`config.mk`:
```
export PLATFORM = sky130hd
export DESIGN_NAME = fetch_enqueue_unit
export DESIGN_NICKNAME = d
export VERILOG_FILES = /design/src/rtl/fetch_enqueue_unit.sv
export SDC_FILE = /design/constraint.sdc
export NUM_CORES = 1
export LEC_CHECK = 0
export BUFFER_PORTS_ARGS = -buffer_cell sky130_fd_sc_hd__buf_2
export CORE_MARGIN = 3
export CORE_UTILIZATION = 25
export DETAILED_ROUTE_END_ITERATION = 7
export GPL_ROUTABILITY_DRIVEN = 0
export PLACE_DENSITY = 0.48
export REMOVE_ABC_BUFFERS = 1
export SYNTH_ARGS = -nofsm -noshare
export SYNTH_HDL_FRONTEND = slang
export SYNTH_SLANG_ARGS = --single-unit
```
`constraint.sdc`:
```
create_clock -name clk -period 1.9 [get_ports clk]
set_input_delay 0.095 -clock clk [delete_from_list [all_inputs] [get_ports clk]]
set_output_delay 0.095 -clock clk [all_outputs]
set_load 0.05 [all_outputs]
```
`src/rtl/fetch_enqueue_unit.sv`:
```
// Fetch front end: owns the fetch PC, issues one I-memory read at a time and
// enqueues {pc, inst} into the instruction queue, with full backpressure and flush redirect.
module fetch_enqueue_unit #(
   parameter logic [31:0] RESET_PC    = 32'h1eceb000,
   parameter int          ENTRY_WIDTH = 64
) (
   input  logic                   clk,
   input  logic                   rst_n,
   output logic [31:0]            imem_addr,
   output logic [3:0]             imem_rmask,
   input  logic [31:0]            imem_rdata,
   input  logic                   imem_resp,
   output logic                   iq_enqueue,
   output logic [ENTRY_WIDTH-1:0] iq_enqueue_wdata,
   input  logic                   iq_is_full,
   input  logic                   flush,
   input  logic [31:0]            flush_pc
);

   typedef enum logic [1:0] {
      START,
      REQ,
      HOLD,
      DISCARD
   } state_e;

   state_e      state_q, state_d;
   logic [31:0] pc_q, pc_d;
   logic [31:0] holdInst_q, holdInst_d;
   logic [31:0] redirectPc_q, redirectPc_d;

   always_ff @(posedge clk or negedge rst_n) begin
      if (!rst_n) begin
         state_q      <= START;
         pc_q         <= RESET_PC;
         holdInst_q   <= 32'h0;
         redirectPc_q <= 32'h0;
      end else begin
         state_q      <= state_d;
         pc_q         <= pc_d;
         holdInst_q   <= holdInst_d;
         redirectPc_q <= redirectPc_d;
      end
   end

   assign imem_addr = pc_q;

   // DISCARD parks until the stale response drains, so at most one read is ever outstanding
   always_comb begin
      state_d          = state_q;
      pc_d             = pc_q;
      holdInst_d       = holdInst_q;
      redirectPc_d     = redirectPc_q;
      imem_rmask       = 4'h0;
      iq_enqueue       = 1'b0;
      iq_enqueue_wdata = '0;
      unique case (state_q)
         START: begin
            state_d = REQ;
         end
         REQ: begin
            imem_rmask = 4'hF;
            if (imem_resp) begin
               if (flush) begin
                  pc_d = flush_pc;
               end else if (!iq_is_full) begin
                  iq_enqueue       = 1'b1;
                  iq_enqueue_wdata = ENTRY_WIDTH'({pc_q, imem_rdata});
                  pc_d             = pc_q + 32'd4;
               end else begin
                  holdInst_d = imem_rdata;
                  state_d    = HOLD;
               end
            end else if (flush) begin
               redirectPc_d = flush_pc;
               state_d      = DISCARD;
            end
         end
         HOLD: begin
            if (flush) begin
               pc_d    = flush_pc;
               state_d = REQ;
            end else if (!iq_is_full) begin
               iq_enqueue       = 1'b1;
               iq_enqueue_wdata = ENTRY_WIDTH'({pc_q, holdInst_q});
               pc_d             = pc_q + 32'd4;
               state_d          = REQ;
            end
         end
         DISCARD: begin
            if (flush) begin
               redirectPc_d = flush_pc;
            end else if (imem_resp) begin
               pc_d    = redirectPc_q;
               state_d = REQ;
            end
         end
         default: begin
            state_d = START;
         end
      endcase
   end

endmodule

```
==> flow_summary.toml <==
[power]
p_clk_frac = 0.140
seqPwrFrac = 0.280
p_int_mw = 7.85
leakage_nw = 4.09
p_per_area_nw_per_um2 = 1480
switching_power_mw = 6.23
sw_frac_of_total = 0.443
pwr-share-comb = 0.580
peakVddDrop_mv = 0.629

[worst_hold_path]
hold_depth = 2
hold_class = "primary input to flop"
holdPathEnd = "redirectPc_q[28]"
holdCritStartpoint = "flush_pc[28]"

[sta]
fmax_mhz = 473
setup_ws_ns = -0.213
finalSetupViolCount = 114
fin_crit_sh = 1.11
drv_slew = 0
tightestPinTransition_ns = 0.406
rsz0062_at_grt = "true"
period_minus_slack_ns = 2.11
finalHoldViolCount = 0
finClkSkew_ns = 0.0101
maxSlewHeadroom = 0.729

[die]
core_um2 = 21900
start_util = 0.255
row_count = 54
io_pins = 170
die_area_um2 = 24200
die_x_um = 156
die_y_um = 156

[cts]
root_buffer = "clkbuf_16"
cts_htree_levels = 3
cts_tree = "built"
path_clk_slew_ns = 0.07
clk_latency_ns = 0.36
clk_path_buf_depth = 2
numCtsBuffers = 9
cts.sinks = 98

[synth]
synth_seq_cells = 98
netlist_instances = 563
synth_top_area_share = 0.385
synth_top_family_by_area = "compound AO/OA/AOI/OAI gates"
yosys.cell_types.count = 47
synth_common_cells = "dfrtp_1 (86), mux2_2 (66), o21ai_0 (39)"
muxShareOfSynthArea = 0.142
ys.warnings.count = 0
synth_fa_ha_area_frac = 0.0112
synth_area_leader_cell = "dfrtp_1"
synth_ff_type = "dfrtp_1"
synth_xor_area_frac = 0
postSynth.asyncResetShare = 1.00
yosys.area_share.simple = 0.177
synth_edf_count = 0
synthTopCellsByArea = "dfrtp_1 (39%), mux2_2 (13%), dfstp_2 (5.6%)"
syn_area_um2 = 5590
synth_most_common_cell = "dfrtp_1"
seq_area_frac_synth = 0.441
syn_area_per_cell_um2 = 9.93
synth_compound_area_frac = 0.186

[job]
cap_violations = 0

[setup_path]
crit_required_ns = 1.80
r2r-end = "imem_addr[26]"
critPathMaxFanout = 8
r2r_cells = 7
cp-end-kind = "primary output"
ff2ff_setup_slack_ns = -0.15
worst_ep_arrival_time_ns = 2.02
rr_startpoint = "state_q[0]"
start_kind = "flop"
worstSetupPathType = "flop to primary output"

[route]
detail_route.wirelength_um = 20200
viasPerCell = 4.88
antenna_left = 0
drt_first_iter_violations = 319
drc = 0
vias = 5549
wl_per_cell_um = 17.8
first_pass_iters = 6

[global_routing]
grt_pass1_wl_um = 30800
antenna_found_initial = 0
grtUsageTotal = 0.160
gr-total-overflow = 0
grt_max_degree = 40
grt_pass1_vias = 5543

[place]
io_buffers = 169
place_area_um2 = 7310
dp.final_hpwl_um = 12800

[finish]
fin_util = 0.435
drive_gt1_frac = 0.525
final_nets = 925
antennaDiodeCount = 0
area_growth_pct = 70.2
stdcell_area_um2 = 9510

[outcome]
violations = "negative setup slack"
outcome = "complete, but fails checks"
-- power by group through the flow --
stage	Clock [mW]	Sequential, mW	Combinational, mW
2_1_floorplan	0	5.04	3.37
3_3_place_gp	0	3.90	7.08
3_5_place_dp	0	3.91	7.10
4_1_cts	2.06	3.90	7.82
5_1_grt	2.12	4.10	8.75
6_report	1.97	3.95	8.17
-- cell type report --
class,instances,area (um2)
Fill cell,2075,12400
Clock buffer,10,239
Sequential cell,98,2470
Multi-Input combinational cell,409,3250
Inverter,10,37.5
Tap cell,280,350
Timing Repair Buffer,323,3090
Clock inverter,6,71.3
-- worst max path at each step --
stage / startpoint / end / cells past startpoint
3_3_place_gp: state_q[0] / imem_addr[28] / 6
2_1_floorplan: state_q[1] / iq_enqueue_wdata[32] / 6
5_1_grt: state_q[1] / iq_enqueue_wdata[10] / 9
3_5_place_dp: state_q[0] / imem_addr[28] / 6
6_report: state_q[1] / iq_enqueue_wdata[52] / 8
4_1_cts: state_q[1] / iq_enqueue_wdata[48] / 8
-- logic make-up (layout without fill, tap and decap cells) --
group | count (synthesis) | after routing
AND/OR/NAND/NOR | 181 | 181
flip-flops | 98 | 98
adder cells (fa/ha/maj) | 5 | 5
multiplexers | 71 | 71
buffers and inverters | 56 | 349
AO/OA/AOI/OAI | 152 | 152
-- registers in the layout, indices dropped and copies added, names as in the netlist --
| signal | cells |
|---|---|
| state_q | 2 |
| holdInst_q | 32 |
| redirectPc_q | 32 |
| imem_addr | 32 |
-- critical path, cell delays in order (launching register included) --
cell and delay (ns):
dfrtp_1 0.42, buf_6 0.14, ha_4 0.14, and3_4 0.15
o21a_4 0.21, buf_12 0.15, buf_16 0.14, and2_4 0.16
buf_8 0.14
-- repair_timing --
item                                    4_1_cts  5_1_grt
gates resized for setup                     201       76
gates cloned                                  5        4
endpoints found under the setup margin       72      130
endpoints found under the hold margin        86        0
pin swaps                                    21        7
setup buffers                                 8        5
hold buffers                                 62        0
-- metrics by stage --
stage	setup slack, ns	hold WS [ns]	total power, mW	instances	setup TNS [ns]
6_report	-0.213	0.0226	14.1	1136	-13.53
5_1_grt	-0.343	0.0138	15.0	1136	-25.20
4_1_cts	-0.236	0.000669	13.8	1128	-13.50
3_5_place_dp	-0.0742	0.0561	11.0	1037	-0.542
3_3_place_gp	-0.0649	0.0545	11.0	1037	-0.115
2_1_floorplan	-3.51	-0.201	8.41	517	-394.17
-- routing by layer --
metal	vias to the layer above	routed length (um)	share of wire	track usage
met5	-	0	0	0
met4	0	447	0.022	0.0542
met3	33	630	0.031	0.0236
met2	118	10100	0.50	0.261
met1	2738	9060	0.45	0.217
li1	2660	-	-	-
-- cells in the final DEF, fill, tap and decap left out, types with 7 or more instances in the layout --
| cell type | synthesis | final |
|---|---|---|
| and2_4 | 0 | 32 |
| a22oi_1 | 35 | 19 |
| dlygate4sd3_1 | 0 | 62 |
| dfstp_2 | 12 | 12 |
| buf_2 | 7 | 103 |
| a21oi_1 | 16 | 15 |
| clkbuf_16 | 0 | 15 |
| buf_4 | 4 | 65 |
| buf_6 | 0 | 33 |
| nand3_1 | 10 | 10 |
| inv_1 | 10 | 8 |
| o21ai_1 | 4 | 7 |
| a222oi_1 | 7 | 7 |
| nor2_1 | 29 | 27 |
| a31oi_1 | 9 | 9 |
| buf_12 | 0 | 15 |
| buf_8 | 0 | 34 |
| dfrtp_1 | 86 | 85 |
| nor2b_2 | 0 | 12 |
| mux2_2 | 66 | 66 |
| a22oi_2 | 0 | 16 |
| nor2b_1 | 35 | 22 |
| nand2_1 | 38 | 35 |
| o21ai_0 | 39 | 36 |
| a22o_1 | 9 | 9 |
No activity file was read; power rests on OpenSTA's default activity.
